--- src/rtl/memory_access_if.sv ---
// Data-memory port between the Y86-64 memory stage (master) and the data memory (slave).
// A single request at a time, held stable by the master until the slave acks.
interface memory_access_if;
    logic        dmem_req_o;
    logic        dmem_we_o;
    logic [63:0] dmem_addr_o;
    logic [63:0] dmem_wdata_o;
    logic        dmem_ack_i;
    logic [63:0] dmem_rdata_i;
    logic        dmem_err_i;

    modport master (
        output dmem_req_o,
        output dmem_we_o,
        output dmem_addr_o,
        output dmem_wdata_o,
        input  dmem_ack_i,
        input  dmem_rdata_i,
        input  dmem_err_i
    );

    modport slave (
        input  dmem_req_o,
        input  dmem_we_o,
        input  dmem_addr_o,
        input  dmem_wdata_o,
        output dmem_ack_i,
        output dmem_rdata_i,
        output dmem_err_i
    );
endinterface

--- src/rtl/memory_access.sv ---
// Pipelined Y86-64 memory stage: decodes the M register, runs one multi-cycle
// valid/ack access at a time, and stalls the pipeline while it is outstanding.
module memory_access #(
    parameter logic [63:0] MEM_SIZE = 64'h0000_0000_0001_0000,
    parameter int          TIMEOUT  = 16,
    parameter int          CW       = 5
) (
    input  logic                 clk_i,
    input  logic                 rst_n_i,
    input  logic [3:0]           M_icode_i,
    input  logic [63:0]          M_valE_i,
    input  logic [63:0]          M_valA_i,
    input  logic [3:0]           M_dstM_i,
    input  logic [2:0]           M_stat_i,
    memory_access_if.master      dmem,
    output logic [63:0]          m_valM_o,
    output logic [2:0]           m_stat_o,
    output logic [3:0]           m_dstM_o,
    output logic                 m_stall_o
);

    localparam logic [3:0] IRMMOVQ = 4'h4;
    localparam logic [3:0] IMRMOVQ = 4'h5;
    localparam logic [3:0] ICALL   = 4'h8;
    localparam logic [3:0] IRET    = 4'h9;
    localparam logic [3:0] IPUSHQ  = 4'hA;
    localparam logic [3:0] IPOPQ   = 4'hB;
    localparam logic [3:0] RNONE   = 4'hF;
    localparam logic [2:0] SAOK    = 3'd1;
    localparam logic [2:0] SADR    = 3'd3;
    localparam logic [CW-1:0] CNT_LAST = CW'(TIMEOUT - 1);

    typedef enum logic [1:0] {
        S_IDLE,
        S_ACCESS,
        S_DONE
    } state_t;

    state_t        r_state;
    logic          r_req;
    logic          r_we;
    logic [63:0]   r_addr;
    logic [63:0]   r_wdata;
    logic [63:0]   r_valM;
    logic          r_err;
    logic [CW-1:0] r_cnt;

    logic          w_is_read;
    logic          w_is_write;
    logic          w_mem_op;
    logic [63:0]   w_addr;
    logic          w_in_range;
    logic          w_need_mem;
    logic          w_bad_addr;
    logic [2:0]    w_stat;

    // Decode: pop/ret read from the old stack pointer carried in valA.
    assign w_is_read  = (M_icode_i == IMRMOVQ) || (M_icode_i == IPOPQ) || (M_icode_i == IRET);
    assign w_is_write = (M_icode_i == IRMMOVQ) || (M_icode_i == IPUSHQ) || (M_icode_i == ICALL);
    assign w_mem_op   = w_is_read || w_is_write;
    assign w_addr     = ((M_icode_i == IPOPQ) || (M_icode_i == IRET)) ? M_valA_i : M_valE_i;
    assign w_in_range = (w_addr < MEM_SIZE);
    assign w_need_mem = w_mem_op && (M_stat_i == SAOK) && w_in_range;
    assign w_bad_addr = w_mem_op && (M_stat_i == SAOK) && !w_in_range;

    always_ff @(posedge clk_i or negedge rst_n_i) begin
        if (!rst_n_i) begin
            r_state <= S_IDLE;
            r_req   <= 1'b0;
            r_we    <= 1'b0;
            r_addr  <= '0;
            r_wdata <= '0;
            r_valM  <= '0;
            r_err   <= 1'b0;
            r_cnt   <= '0;
        end else begin
            case (r_state)
                S_IDLE: begin
                    if (w_need_mem) begin
                        r_addr  <= w_addr;
                        r_we    <= w_is_write;
                        r_wdata <= M_valA_i;
                        r_cnt   <= '0;
                        r_err   <= 1'b0;
                        r_valM  <= '0;
                        r_req   <= 1'b1;
                        r_state <= S_ACCESS;
                    end
                end
                S_ACCESS: begin
                    // An ack wins over a timeout landing on the same cycle.
                    if (dmem.dmem_ack_i) begin
                        r_valM  <= (!r_we && !dmem.dmem_err_i) ? dmem.dmem_rdata_i : 64'd0;
                        r_err   <= dmem.dmem_err_i;
                        r_req   <= 1'b0;
                        r_state <= S_DONE;
                    end else if (r_cnt == CNT_LAST) begin
                        r_err   <= 1'b1;
                        r_valM  <= '0;
                        r_req   <= 1'b0;
                        r_state <= S_DONE;
                    end else begin
                        r_cnt <= r_cnt + 1'b1;
                    end
                end
                S_DONE: begin
                    r_state <= S_IDLE;
                end
                default: begin
                    r_state <= S_IDLE;
                    r_req   <= 1'b0;
                end
            endcase
        end
    end

    assign dmem.dmem_req_o   = r_req;
    assign dmem.dmem_we_o    = r_we;
    assign dmem.dmem_addr_o  = r_addr;
    assign dmem.dmem_wdata_o = r_wdata;

    // Bad addresses are reported in the detect cycle itself, with no request issued.
    always_comb begin
        m_valM_o  = 64'd0;
        w_stat    = M_stat_i;
        m_stall_o = 1'b0;
        case (r_state)
            S_IDLE: begin
                m_stall_o = w_need_mem;
                if (w_bad_addr) w_stat = SADR;
            end
            S_ACCESS: begin
                m_stall_o = 1'b1;
            end
            S_DONE: begin
                m_valM_o = r_valM;
                w_stat   = r_err ? SADR : SAOK;
            end
            default: begin
                m_stall_o = 1'b0;
            end
        endcase
    end

    assign m_stat_o = w_stat;
    assign m_dstM_o = (w_stat == SAOK) ? M_dstM_i : RNONE;

endmodule

--- src/flat_wrapper.sv ---
// flat-port wrapper written by rule: the top's interface ports become plain ports
module memory_access_flat 
#(
    parameter logic [63:0] MEM_SIZE = 64'h0000_0000_0001_0000,
    parameter int          TIMEOUT  = 16,
    parameter int          CW       = 5
)
  (clk_i, rst_n_i, M_icode_i, M_valE_i, M_valA_i, M_dstM_i, M_stat_i, m_valM_o, m_stat_o, m_dstM_o, m_stall_o, dmem_dmem_req_o, dmem_dmem_we_o, dmem_dmem_addr_o, dmem_dmem_wdata_o, dmem_dmem_ack_i, dmem_dmem_rdata_i, dmem_dmem_err_i);
  memory_access_if dmem_i ();
  input  logic clk_i;
  input  logic rst_n_i;
  input  logic [3:0] M_icode_i;
  input  logic [63:0] M_valE_i;
  input  logic [63:0] M_valA_i;
  input  logic [3:0] M_dstM_i;
  input  logic [2:0] M_stat_i;
  output logic [63:0] m_valM_o;
  output logic [2:0] m_stat_o;
  output logic [3:0] m_dstM_o;
  output logic m_stall_o;
  output wire logic [$bits(dmem_i.dmem_req_o)-1:0] dmem_dmem_req_o;
  output wire logic [$bits(dmem_i.dmem_we_o)-1:0] dmem_dmem_we_o;
  output wire logic [$bits(dmem_i.dmem_addr_o)-1:0] dmem_dmem_addr_o;
  output wire logic [$bits(dmem_i.dmem_wdata_o)-1:0] dmem_dmem_wdata_o;
  input wire logic [$bits(dmem_i.dmem_ack_i)-1:0] dmem_dmem_ack_i;
  input wire logic [$bits(dmem_i.dmem_rdata_i)-1:0] dmem_dmem_rdata_i;
  input wire logic [$bits(dmem_i.dmem_err_i)-1:0] dmem_dmem_err_i;
  assign dmem_dmem_req_o = dmem_i.dmem_req_o;
  assign dmem_dmem_we_o = dmem_i.dmem_we_o;
  assign dmem_dmem_addr_o = dmem_i.dmem_addr_o;
  assign dmem_dmem_wdata_o = dmem_i.dmem_wdata_o;
  assign dmem_i.dmem_ack_i = dmem_dmem_ack_i;
  assign dmem_i.dmem_rdata_i = dmem_dmem_rdata_i;
  assign dmem_i.dmem_err_i = dmem_dmem_err_i;
  memory_access #(.MEM_SIZE(MEM_SIZE), .TIMEOUT(TIMEOUT), .CW(CW)) u_core (.clk_i(clk_i), .rst_n_i(rst_n_i), .M_icode_i(M_icode_i), .M_valE_i(M_valE_i), .M_valA_i(M_valA_i), .M_dstM_i(M_dstM_i), .M_stat_i(M_stat_i), .dmem(dmem_i), .m_valM_o(m_valM_o), .m_stat_o(m_stat_o), .m_dstM_o(m_dstM_o), .m_stall_o(m_stall_o));
endmodule
--- config.mk ---
export PLATFORM = sky130hd
export DESIGN_NAME = memory_access_flat
export DESIGN_NICKNAME = d
export VERILOG_FILES = /design/src/rtl/memory_access_if.sv /design/src/rtl/memory_access.sv /design/src/flat_wrapper.sv
export SDC_FILE = /design/constraint.sdc
export NUM_CORES = 1
export LEC_CHECK = 0
export BUFFER_PORTS_ARGS = -buffer_cell sky130_fd_sc_hd__buf_2
export CAP_MARGIN = 30
export CORE_AREA = 8 8 154 156
export DETAILED_ROUTE_END_ITERATION = 7
export DIE_AREA = 0 0 162 164
export PLACE_DENSITY = 0.75
export SYNTH_ARGS = -nofsm -noshare
export SYNTH_HDL_FRONTEND = slang
export SYNTH_SLANG_ARGS = --single-unit
--- constraint.sdc ---
create_clock -name clk_i -period 2.3 [get_ports clk_i]
set_input_delay 0.46 -clock clk_i [delete_from_list [all_inputs] [get_ports clk_i]]
set_output_delay 0.46 -clock clk_i [all_outputs]
set_load 0.05 [all_outputs]
==> flow_summary.json, run 1 <==
{
  "p_sw_uw": 1590,
  "synth.distinct_cells": 35,
  "place.gp.congestion": 0.809,
  "period_share_pct": 124,
  "vias_per_cell": 5.23,
  "clock_latency_ps": 490,
  "cts.sinks": 202,
  "swShare_pct": 21.0,
  "period_minus_slack_ps": 2860,
  "finalHoldViolCount": 0,
  "initial_utilization_pct": 38.7,
  "startpoint_type": "input pin",
  "cts_max_level": 1,
  "grt-ovfl-total": 0,
  "arrival_ps": 2400,
  "rsz0062_at_grt": "true",
  "clock_path_buffers": 3,
  "synth_area_per_cell_um2": 13.4,
  "end_kind": "primary output",
  "dp_hpwl_um": 21100,
  "ios": 409,
  "track_usage_pct": 20.0,
  "setup_viol_count_final": 6,
  "synth_cells": 616,
  "fmax_mhz": 350,
  "rows": 54,
  "synth_seq_cells": 202,
  "netlist_area_um2": 8260,
  "place_area_um2": 11100,
  "postLayoutCoreUtil_pct": 60.5,
  "share_seq_of_total_power_pct": 47.0,
  "drive_gt1_share_pct": 62.4,
  "grt_start_max_net_pins": 94,
  "syn_to_final_growth_pct": 56.2,
  "first_pass_iters": 5,
  "path_clk_slew_ps": 60,
  "worst_pin_slew_ps": 505,
  "seq_area_frac_synth_pct": 61.2,
  "fp.dieW_um": 162,
  "clkPwrFrac_pct": 47.3,
  "place_ws_ps": -733,
  "irDropWorstVdd_v": 0.000618,
  "nNetsFinal": 1282,
  "chipHeight_um": 164,
  "drc": 0,
  "vias": 7163,
  "ant_nets": 0,
  "cellLeakagePower_uw": 0.00691,
  "p_int_uw": 5970,
  "cp_max_fo": 5,
  "fin_skew_ps": 13.1,
  "min_path_type": "in -> reg",
  "wire_per_inst_um": 21.9,
  "portBuffers": 408,
  "core_um2": 21400,
  "required_ps": 1840,
  "grt_pass1_wl_um": 42100,
  "cts_buffers": 22,
  "antenna_found_initial": 3,
  "postLayoutCellArea_um2": 12900,
  "slew_headroom_pct": 66.3,
  "power_density_nw_per_um2": 586,
  "die-area_um2": 26600,
  "cap_violations": 0,
  "status": "complete, but fails checks",
  "fin_ws_ps": -558,
  "cts_tree": "yes",
  "ys_warn_count": 0,
  "cts_root_buf": "clkbuf_16",
  "routed_wl_um": 30000,
  "violations": "negative setup slack",
  "pwr-share-comb_pct": 5.7,
  "path_class": "in -> out",
  "syn_nets": 825,
  "grt_pass1_vias": 7565,
  "slew_viol_final": 0,
  "drtIter0Drc": 377
}
## per-stage QoR
stage	power [uW]	setup TNS (ps)	hold WS (ps)	instances
2_1_floorplan	3690	-1090	164	616
3_3_place_gp	4020	-76750	465	1313
3_5_place_dp	4030	-82040	465	1313
4_1_cts	7630	-3330	160	1358
5_1_grt	7830	-4900	165	1369
6_report	7560	-2810	184	1370
## area by class of cell
cell class	instances	area (um^2)
timing repair buffer	475	3400
fill	1662	8440
tap	280	350
multi-input combinational	368	3330
clock inverter	6	82.6
sequential	202	5060
clock buffer	32	659
antenna	3	7.51
inverter	4	15.0
## worst paths after layout
check	startpoint	to	slack, ps	depth (start not counted)
setup / recovery	M_valA_i[51]	m_dstM_o[0]	-560	9
hold / removal	dmem_dmem_rdata_i[1]	u_core.r_valM[1]	180	2
setup reg to reg	u_core.r_cnt[0]	u_core.r_valM[23]	160	9
hold reg to reg	u_core.dmem.dmem_addr_o[47]	u_core.dmem.dmem_addr_o[47]	480	1
max in group asynchronous	rst_n_i	u_core.dmem.dmem_addr_o[30]	1150	3
min in group asynchronous	rst_n_i	u_core.dmem.dmem_wdata_o[42]	530	2
## cell usage in the layout, fill, tap and decap left out, drive strengths merged, types with 2 or more instances in the layout
| master | count |
|---|---|
| buf | 469 |
| dfrtp | 202 |
| and2 | 112 |
| mux2 | 96 |
| a32o | 64 |
| clkbuf | 37 |
| nor4 | 26 |
| nand2 | 12 |
| nor2 | 11 |
| o21ai | 7 |
| nand4 | 6 |
| inv | 4 |
| o211ai | 4 |
| diode | 3 |
| nand3b | 3 |
| nand2b | 3 |
| clkinv | 3 |
| nor2b | 3 |
| nor3 | 3 |
| or4 | 2 |
| nor3b | 2 |
| xor2 | 2 |
| ha | 2 |
| bufinv | 2 |
| nand3 | 2 |
## worst max-delay path: stages
cell	delay [ps]
buf_8	100
nor4_4	260
buf_4	150
nand4_1	60
buf_4	160
or4_4	560
a31oi_4	250
o211ai_1	160
buf_4	220
## cells by family after synthesis
family,Yosys count,synth area share [%]
AO/OA/AOI/OAI,80,9.11
XOR/XNOR,2,0.212
adder cells (fa/ha/maj),2,0.303
buffers and inverters,46,2.47
flip-flops,202,61.2
multiplexers,97,13.2
AND/OR/NAND/NOR,187,13.5
## sequential cells by signal (all words and copies together) (netlist names)
name                      flops
u_core.r_state                2
u_core.r_err                  1
u_core.r_cnt                  5
u_core.dmem.dmem_addr_o      64
u_core.r_valM                64
u_core.dmem.dmem_wdata_o     64
u_core.dmem.dmem_req_o        1
u_core.dmem.dmem_we_o         1
## Yosys cell counts, drive strengths merged
| master | number | area, um^2 |
|---|---|---|
| and2 | 112 | 701 |
| nor3 | 3 | 15.0 |
| nand3 | 2 | 10.0 |
| and3 | 1 | 6.26 |
| nand2b | 3 | 18.8 |
| o22ai | 1 | 6.26 |
| a32o | 64 | 641 |
| xor2 | 2 | 17.5 |
| or4 | 2 | 18.8 |
| a21oi | 1 | 5.00 |
| a21boi | 1 | 18.8 |
| or2 | 1 | 6.26 |
| dfrtp | 202 | 5050 |
| nor2b | 3 | 18.8 |
| o211ai | 4 | 30.0 |
| ha | 2 | 25.0 |
| mux2 | 96 | 1080 |
| inv | 4 | 15.0 |
| buf | 15 | 87.6 |
| clkbuf | 27 | 101 |
| a31oi | 1 | 6.26 |
| o21ai | 7 | 38.8 |
| nor2 | 11 | 41.3 |
| o21bai | 1 | 7.51 |
| mux2i | 1 | 10.0 |
| nand4 | 6 | 37.5 |
| nand2 | 12 | 45.0 |
| nor3b | 2 | 15.0 |
| nor4 | 26 | 163 |
| nand3b | 3 | 22.5 |
## power groups by stage
| stage | Clock [uW] | Sequential, uW | Combinational (uW) |
|---|---|---|---|
| global placement | 0 | 3620 | 399 |
| global route | 3810 | 3550 | 473 |
| detailed placement | 0 | 3620 | 406 |
| CTS | 3650 | 3560 | 421 |
| floorplan | 0 | 3620 | 67.4 |
| finish | 3570 | 3560 | 431 |
## metal layers
metal | GRT usage [%] | up-vias | wire length [um]
li1 | - | 3156 | -
met1 | 22.9 | 3550 | 11100
met2 | 33.5 | 387 | 14800
met3 | 7.87 | 68 | 3050
met4 | 7.45 | 2 | 1060
met5 | 0 | - | 13
## what timing repair did
| item | 4_1_cts | 5_1_grt |
|---|---|---|
| gates cloned | 1 | 6 |
| setup buffers | 5 | 3 |
| endpoints found under the setup margin | 71 | 137 |
| pin swaps | 8 | 45 |
| endpoints found under the hold margin | 50 | 0 |
| hold buffers | 1 | 0 |
| gates resized for setup | 91 | 169 |
(Power assumes the default switching activity.)
==> run 2, diff against run 1 <==
--- a/config.mk
+++ b/config.mk
@@ -7,10 +7,10 @@
 export LEC_CHECK = 0
 export BUFFER_PORTS_ARGS = -buffer_cell sky130_fd_sc_hd__buf_2
 export CAP_MARGIN = 30
-export CORE_AREA = 8 8 154 156
+export CORE_AREA = 8 8 153 155
 export DETAILED_ROUTE_END_ITERATION = 7
-export DIE_AREA = 0 0 162 164
-export PLACE_DENSITY = 0.75
+export DIE_AREA = 0 0 161 163
+export PLACE_DENSITY = 0.73
 export SYNTH_ARGS = -nofsm -noshare
 export SYNTH_HDL_FRONTEND = slang
 export SYNTH_SLANG_ARGS = --single-unit
==> constraint.sdc (replaced) <==
create_clock -name clk_i -period 3.4 [get_ports clk_i]
set_input_delay 0.68 -clock clk_i [delete_from_list [all_inputs] [get_ports clk_i]]
set_output_delay 0.68 -clock clk_i [all_outputs]
set_load 0.05 [all_outputs]
==> run 2 against run 1 <==
Against the previous run:
- the run now ends clean
- critical path depth fell by 1
- wire length fell by 10%
- sequential share of layout area is 4.7 points higher
- cell count shrank 3.9%
- critical path type unchanged
==> flow_summary.json, run 2 (synthesized netlist as in run 1, its figures left out) <==
{
  "ff2ff_path_depth": 8,
  "grt_use_met2_pct": 31.6,
  "dp_hpwl_um": 20500,
  "chipHeight_um": 163,
  "wire_per_inst_um": 20.4,
  "setup_viol_count_final": 0,
  "drive_gt1_share_pct": 54.9,
  "slew_headroom_pct": 50.2,
  "rows": 53,
  "dp_cells": 1279,
  "clock_path_buffers": 3,
  "period_minus_slack_ps": 3350,
  "whs_ps": 260,
  "power_density_nw_per_um2": 435,
  "drc": 0,
  "n_fill_cell": 1775,
  "vias_per_cell": 5.07,
  "drtIter0Drc": 468,
  "fmax_mhz": 298,
  "path_clk_slew_ps": 60,
  "finalPower_uw": 5010,
  "timing.rr.end": "u_core.r_valM[41]",
  "routed_wl_um": 26900,
  "cts.sinks": 202,
  "cts_hold_buf": 0,
  "die-area_um2": 26200,
  "busiest_layer": "met2",
  "vias": 6676,
  "postLayoutCoreUtil_pct": 55.4,
  "period_share_pct": 98.7,
  "clock_latency_ps": 490,
  "multi_input_area_um2": 3080,
  "startpoint_type": "input pin",
  "grt_pass1_wl_um": 40900,
  "track_usage_pct": 19.5,
  "portBuffers": 408,
  "finalHoldViolCount": 0,
  "cap_violations": 0,
  "min_path_type": "in -> async",
  "place.gp.congestion": 0.874,
  "core_um2": 20800,
  "antenna_found_initial": 6,
  "cts_max_level": 1,
  "ant_nets": 0,
  "fp.dieW_um": 161,
  "reg2reg_from": "u_core.r_cnt[0]",
  "met3_usage_pct": 8.39,
  "layout_common_cells": "buf_2 (402), dfrtp_1 (202), and2_1 (112), mux2_2 (95), a32o_1 (64)",
  "fin_skew_ps": 23.8,
  "reg2reg_setup_slack_ps": 890,
  "grt_use_met1_pct": 22.7,
  "nNetsFinal": 1238,
  "rsz0062_at_grt": "true",
  "grt_pass1_vias": 7093,
  "cp_slowest_stage_delay_ps": 620,
  "endpoint": "m_dstM_o[3]",
  "ff_latch_area_um2": 5050,
  "required_ps": 2720,
  "cellLeakagePower_uw": 0.00644,
  "end_kind": "primary output",
  "fin_cells": 1317,
  "cpMostUsedCell": "buf_4",
  "fin_setup_tns_ps": 0,
  "cp_slowest_cell": "or4_4",
  "slew_viol_final": 0,
  "grt_start_max_net_pins": 115,
  "cts_buffers": 22,
  "cts_tree": "yes",
  "path_class": "in -> out",
  "cp-startpoint": "M_valE_i[34]",
  "status": "complete, no violations",
  "initial_utilization_pct": 39.7,
  "first_pass_iters": 5,
  "worst_pin_slew_ps": 743,
  "syn_to_final_growth_pct": 39.5,
  "arrival_ps": 2670,
  "grt-ovfl-total": 0,
  "cp_max_fo": 5,
  "ios": 409,
  "layout.cells.most_common": "buf_2",
  "crit_chain": "buf_2, nor4_1, nand4_1, or4_4, a31oi_1, buf_4, o211ai_1, buf_4",
  "cts_root_buf": "clkbuf_16",
  "irDropWorstVdd_v": 0.000504
}
run 2: cell types whose count changed in the layout (fill, tap and decap cells not counted), sizes merged:
cell and delta:
clkbuf -7, diode -2, clkinvlp +1, buf -39, dlygate4sd3 -1
run 2: what timing repair did:
item | 4_1_cts | 5_1_grt
endpoints found under the setup margin | 5 | 5
resized for setup | 7 | 10
buffers inserted | 1 | 0
pin swaps | 0 | 4
run 2: how the worst min path moves through the flow:
| stage | cells after the start | end | from |
|---|---|---|---|
| after global placement | 1 | u_core.dmem.dmem_addr_o[21] | u_core.dmem.dmem_addr_o[21] |
| after CTS | 1 | u_core.r_valM[23] | rst_n_i |
| final | 1 | u_core.r_valM[23] | rst_n_i |
| after global routing | 1 | u_core.r_valM[20] | rst_n_i |
| after detailed placement | 1 | u_core.dmem.dmem_addr_o[56] | u_core.dmem.dmem_addr_o[56] |
| after floorplan | 0 | u_core.dmem.dmem_addr_o[0] | rst_n_i |
run 2: critical path, delay by kind of cell:
kind	cells	cell delay, ps
buf+inv	3	490
simple gates	3	1190
compound gates	2	310
run 2: final cells by class:
class                   count  share of cell area (%)
well taps                 275                    2.99
clock buffers              29                    5.45
inverters                   4                   0.130
diodes                      1                  0.0217
multi-input cells         368                    26.7
clock inverters             7                   0.782
flip-flops and latches    202                    43.9
repair buffers            431                    20.0
run 2: power breakdown:
part | internal, uW | total (uW) | switching [uW]
sequential | 2410 | 2410 | 0.559
clock | 1440 | 2350 | 907
combinational | 120 | 257 | 137
total | 3970 | 5010 | 1040
run 2: layer usage:
layer / up-vias / wire, um
met4: 10 / 817
met3: 51 / 2760
met1: 3217 / 10500
met2: 333 / 12800
met5: - / 50
li1: 3065 / -
run 2: per-stage QoR:
stage | setup WS (ps) | area (um^2)
after global placement | -144 | 10700
after floorplan | 160 | 8260
after detailed placement | -144 | 10700
after global routing | -24.6 | 11500
final | 45.0 | 11500
after CTS | 18.4 | 11500
==> run 3, diff against run 2 <==
--- a/config.mk
+++ b/config.mk
@@ -5,12 +5,13 @@
 export SDC_FILE = /design/constraint.sdc
 export NUM_CORES = 1
 export LEC_CHECK = 0
+export ABC_AREA = 1
 export BUFFER_PORTS_ARGS = -buffer_cell sky130_fd_sc_hd__buf_2
 export CAP_MARGIN = 30
 export CORE_AREA = 8 8 153 155
 export DETAILED_ROUTE_END_ITERATION = 7
 export DIE_AREA = 0 0 161 163
-export PLACE_DENSITY = 0.73
+export PLACE_DENSITY = 0.78
 export SYNTH_ARGS = -nofsm -noshare
 export SYNTH_HDL_FRONTEND = slang
 export SYNTH_SLANG_ARGS = --single-unit
==> constraint.sdc (replaced) <==
create_clock -name clk_i -period 3.11 [get_ports clk_i]
set_input_delay 0.622 -clock clk_i [delete_from_list [all_inputs] [get_ports clk_i]]
set_output_delay 0.622 -clock clk_i [all_outputs]
set_load 0.05 [all_outputs]
==> run 3 against run 2 <==
Against the previous run:
- die area is the same
- largest cell class unchanged
- flip-flop and latch count stayed put
- non-clock buffer count rose by 10
- first-iteration DRC count rose by 62%
- sequential share of layout area decreased by 3.5 points
- wire length rose by 15%
- clock power increased by 15%
- worst setup slack improved by 4.8 ps
- design area rose by 8.7%
- synthesized cell count rose by 98%
- critical endpoint is now m_dstM_o[2]
- count of clock-buffer cells in the layout decreased by 2
- register-to-register slack improved by 150 ps
==> flow_summary.json, run 3 <==
{
  "fin_skew_ps": 14.7,
  "portBuffers": 408,
  "chipHeight_um": 163,
  "initial_utilization_pct": 44.5,
  "grt-ovfl-total": 0,
  "die-area_um2": 26200,
  "min_path_type": "in -> async",
  "ant_nets": 0,
  "rsz0062_at_grt": "true",
  "power_density_nw_per_um2": 464,
  "cts_tree": "yes",
  "drtIter0Drc": 760,
  "vias_per_cell": 4.74,
  "layout_common_cells": "nand2_1 (520), buf_2 (400), inv_1 (206), dfrtp_1 (202), nor2_1 (98)",
  "ys_top_cells_by_count": "nand2_1 (523), inv_1 (207), dfrtp_1 (202)",
  "irDropWorstVdd_v": 0.000346,
  "cts.sinks": 202,
  "cp_slowest_cell": "nor2_4",
  "pwr-share-comb_pct": 7.5,
  "first_pass_iters": 5,
  "postLayoutCellArea_um2": 12500,
  "grt_pass1_wl_um": 48600,
  "synth_area_per_cell_um2": 7.61,
  "antenna_found_initial": 2,
  "synth.distinct_cells": 21,
  "synthFlopType": "dfrtp_1",
  "grt_start_max_net_pins": 83,
  "syn_nets": 1427,
  "netlist_area_um2": 9270,
  "syn_to_final_growth_pct": 35.1,
  "ys_warn_count": 0,
  "cp_max_fo": 7,
  "p_sw_uw": 1370,
  "path_clk_slew_ps": 60,
  "startpoint_type": "input pin",
  "cts_max_level": 1,
  "reg2reg_from": "u_core.r_cnt[0]",
  "period_share_pct": 98.4,
  "place.gp.congestion": 0.907,
  "crit_chain": "buf_6, buf_6, nor2_4, buf_6, nand3_2, nand2_1, nand2_1, nor2_1, nand2_1, nor2_2, nand3_2, nand2_1, nand2_1, nand2_2, buf_6, nand4_1, buf_6",
  "cts_root_buf": "clkbuf_16",
  "yosysMostFrequentCell": "nand2_1",
  "cts_buffers": 22,
  "period_minus_slack_ps": 3060,
  "grt_pass1_vias": 9320,
  "worst_pin_slew_ps": 593,
  "layout.cells.most_common": "nand2_1",
  "setup_viol_count_final": 0,
  "cp-startpoint": "M_icode_i[2]",
  "routed_wl_um": 31000,
  "synth_cells": 1218,
  "reg2reg_setup_slack_ps": 1040,
  "synth_edf_count": 0,
  "cap_violations": 0,
  "path_class": "in -> out",
  "vias": 9102,
  "finalHoldViolCount": 0,
  "cellLeakagePower_uw": 0.00809,
  "synth_top_area_share_pct": 54.5,
  "p_int_uw": 4440,
  "arrival_ps": 2440,
  "fp.dieW_um": 161,
  "clock_latency_ps": 510,
  "dp_hpwl_um": 23800,
  "slew_headroom_pct": 60.4,
  "cts_hold_buf": 0,
  "wire_per_inst_um": 16.2,
  "ios": 409,
  "clock_path_buffers": 3,
  "synthTopCellsByArea": "dfrtp_1 (55%), nand2_1 (21%), inv_1 (8.4%), nor2_1 (4.1%), o21ai_1 (2.4%)",
  "timing.rr.end": "u_core.r_valM[39]",
  "fmax_mhz": 327,
  "share_seq_of_total_power_pct": 46.1,
  "drc": 0,
  "drive_gt1_share_pct": 30.2,
  "async_flop_share_pct": 100,
  "clkPwrFrac_pct": 46.4,
  "place_area_um2": 11600,
  "cp_slowest_stage_delay_ps": 230,
  "core_um2": 20800,
  "fin_cells": 1919,
  "ff2ff_path_depth": 10,
  "status": "complete, no violations",
  "rows": 53,
  "nNetsFinal": 1836,
  "end_kind": "primary output",
  "synth_seq_cells": 202,
  "required_ps": 2490,
  "swShare_pct": 23.6,
  "slew_viol_final": 0,
  "seq_area_frac_synth_pct": 54.5,
  "synth.largest_area_cell": "dfrtp_1",
  "track_usage_pct": 22.9,
  "dp_cells": 1876
}
## run 3: cell count changes in the layout (fill, tap and decap cells not counted), sizes merged, moves of 64 or more
cell / previous run / this run
nor2: 11 / 103
inv: 4 / 211
and2: 112 / 0
a32o: 64 / 0
nand2: 12 / 523
mux2: 96 / 0
## run 3: through the flow
stage                     setup slack, ps  power [uW]  utilization [%]  setup TNS (ps)  hold WS, ps
final                                49.9        5810             60.1               0         96.7
after global routing                -96.8        6030             60.1            -358          116
after CTS                            1.29        5870             59.7               0          111
after detailed placement            -93.6        3150             55.9            -329          446
after global placement              -17.1        3140             55.9           -49.7          444
after floorplan                       257        2880                -               0          326
## run 3: kinds of logic (layout without fill, tap and decap cells)
group                    Yosys count  in the layout  share of synthesized area (%)
AND/OR/NAND/NOR                  661            661                           27.5
AO/OA/AOI/OAI                     71             71                           3.87
buffers and inverters            266            691                           12.1
flip-flops                       202            202                           54.5
multiplexers                      16             16                           1.73
adder cells (fa/ha/maj)            2              2                          0.270
other                              0              1                              0
## run 3: worst max-delay path by stage
stage	end	slack [ps]	cells after the start
3_3_place_gp	m_dstM_o[3]	-20	17
4_1_cts	m_stall_o	1	13
2_1_floorplan	m_dstM_o[0]	260	14
6_report	m_dstM_o[2]	50	17
5_1_grt	m_dstM_o[2]	-100	17
3_5_place_dp	m_dstM_o[1]	-90	17
## run 3: critical path: cells and delay by family
kind                   cells  cell delay, ps
and+or+nand+nor           12            1160
buffers and inverters      5             640
## run 3: layout make-up
class                   count  area [um^2]
fillers                  1850         8300
flip-flops and latches    202         5050
multi-input cells         750         3140
repair buffers            441         2440
inverters                 210          788
clock buffers              27          621
well taps                 275          344
clock inverters            13          134
diodes                      1         2.50
## run 3: timing repair
| item | in CTS | in global routing |
|---|---|---|
| pin swaps | 1 | 8 |
| setup buffers | 0 | 2 |
| gates resized for setup | 9 | 26 |
| endpoints found under the setup margin | 6 | 6 |
## run 3: per-layer routing
layer  vias to the layer above  wire length, um  track usage, %
li1                       4381                -               -
met1                      4202            11600            25.6
met2                       450            15500            40.8
met3                        67             2970            7.08
met4                         2              992            8.12
met5                         -                9               0
## run 3: power groups by stage
stage	Clock [uW]	Combinational, uW	Sequential, uW
2_1_floorplan	0	163	2720
3_3_place_gp	0	416	2720
3_5_place_dp	0	423	2730
4_1_cts	2760	428	2680
5_1_grt	2860	489	2680
6_report	2700	436	2680
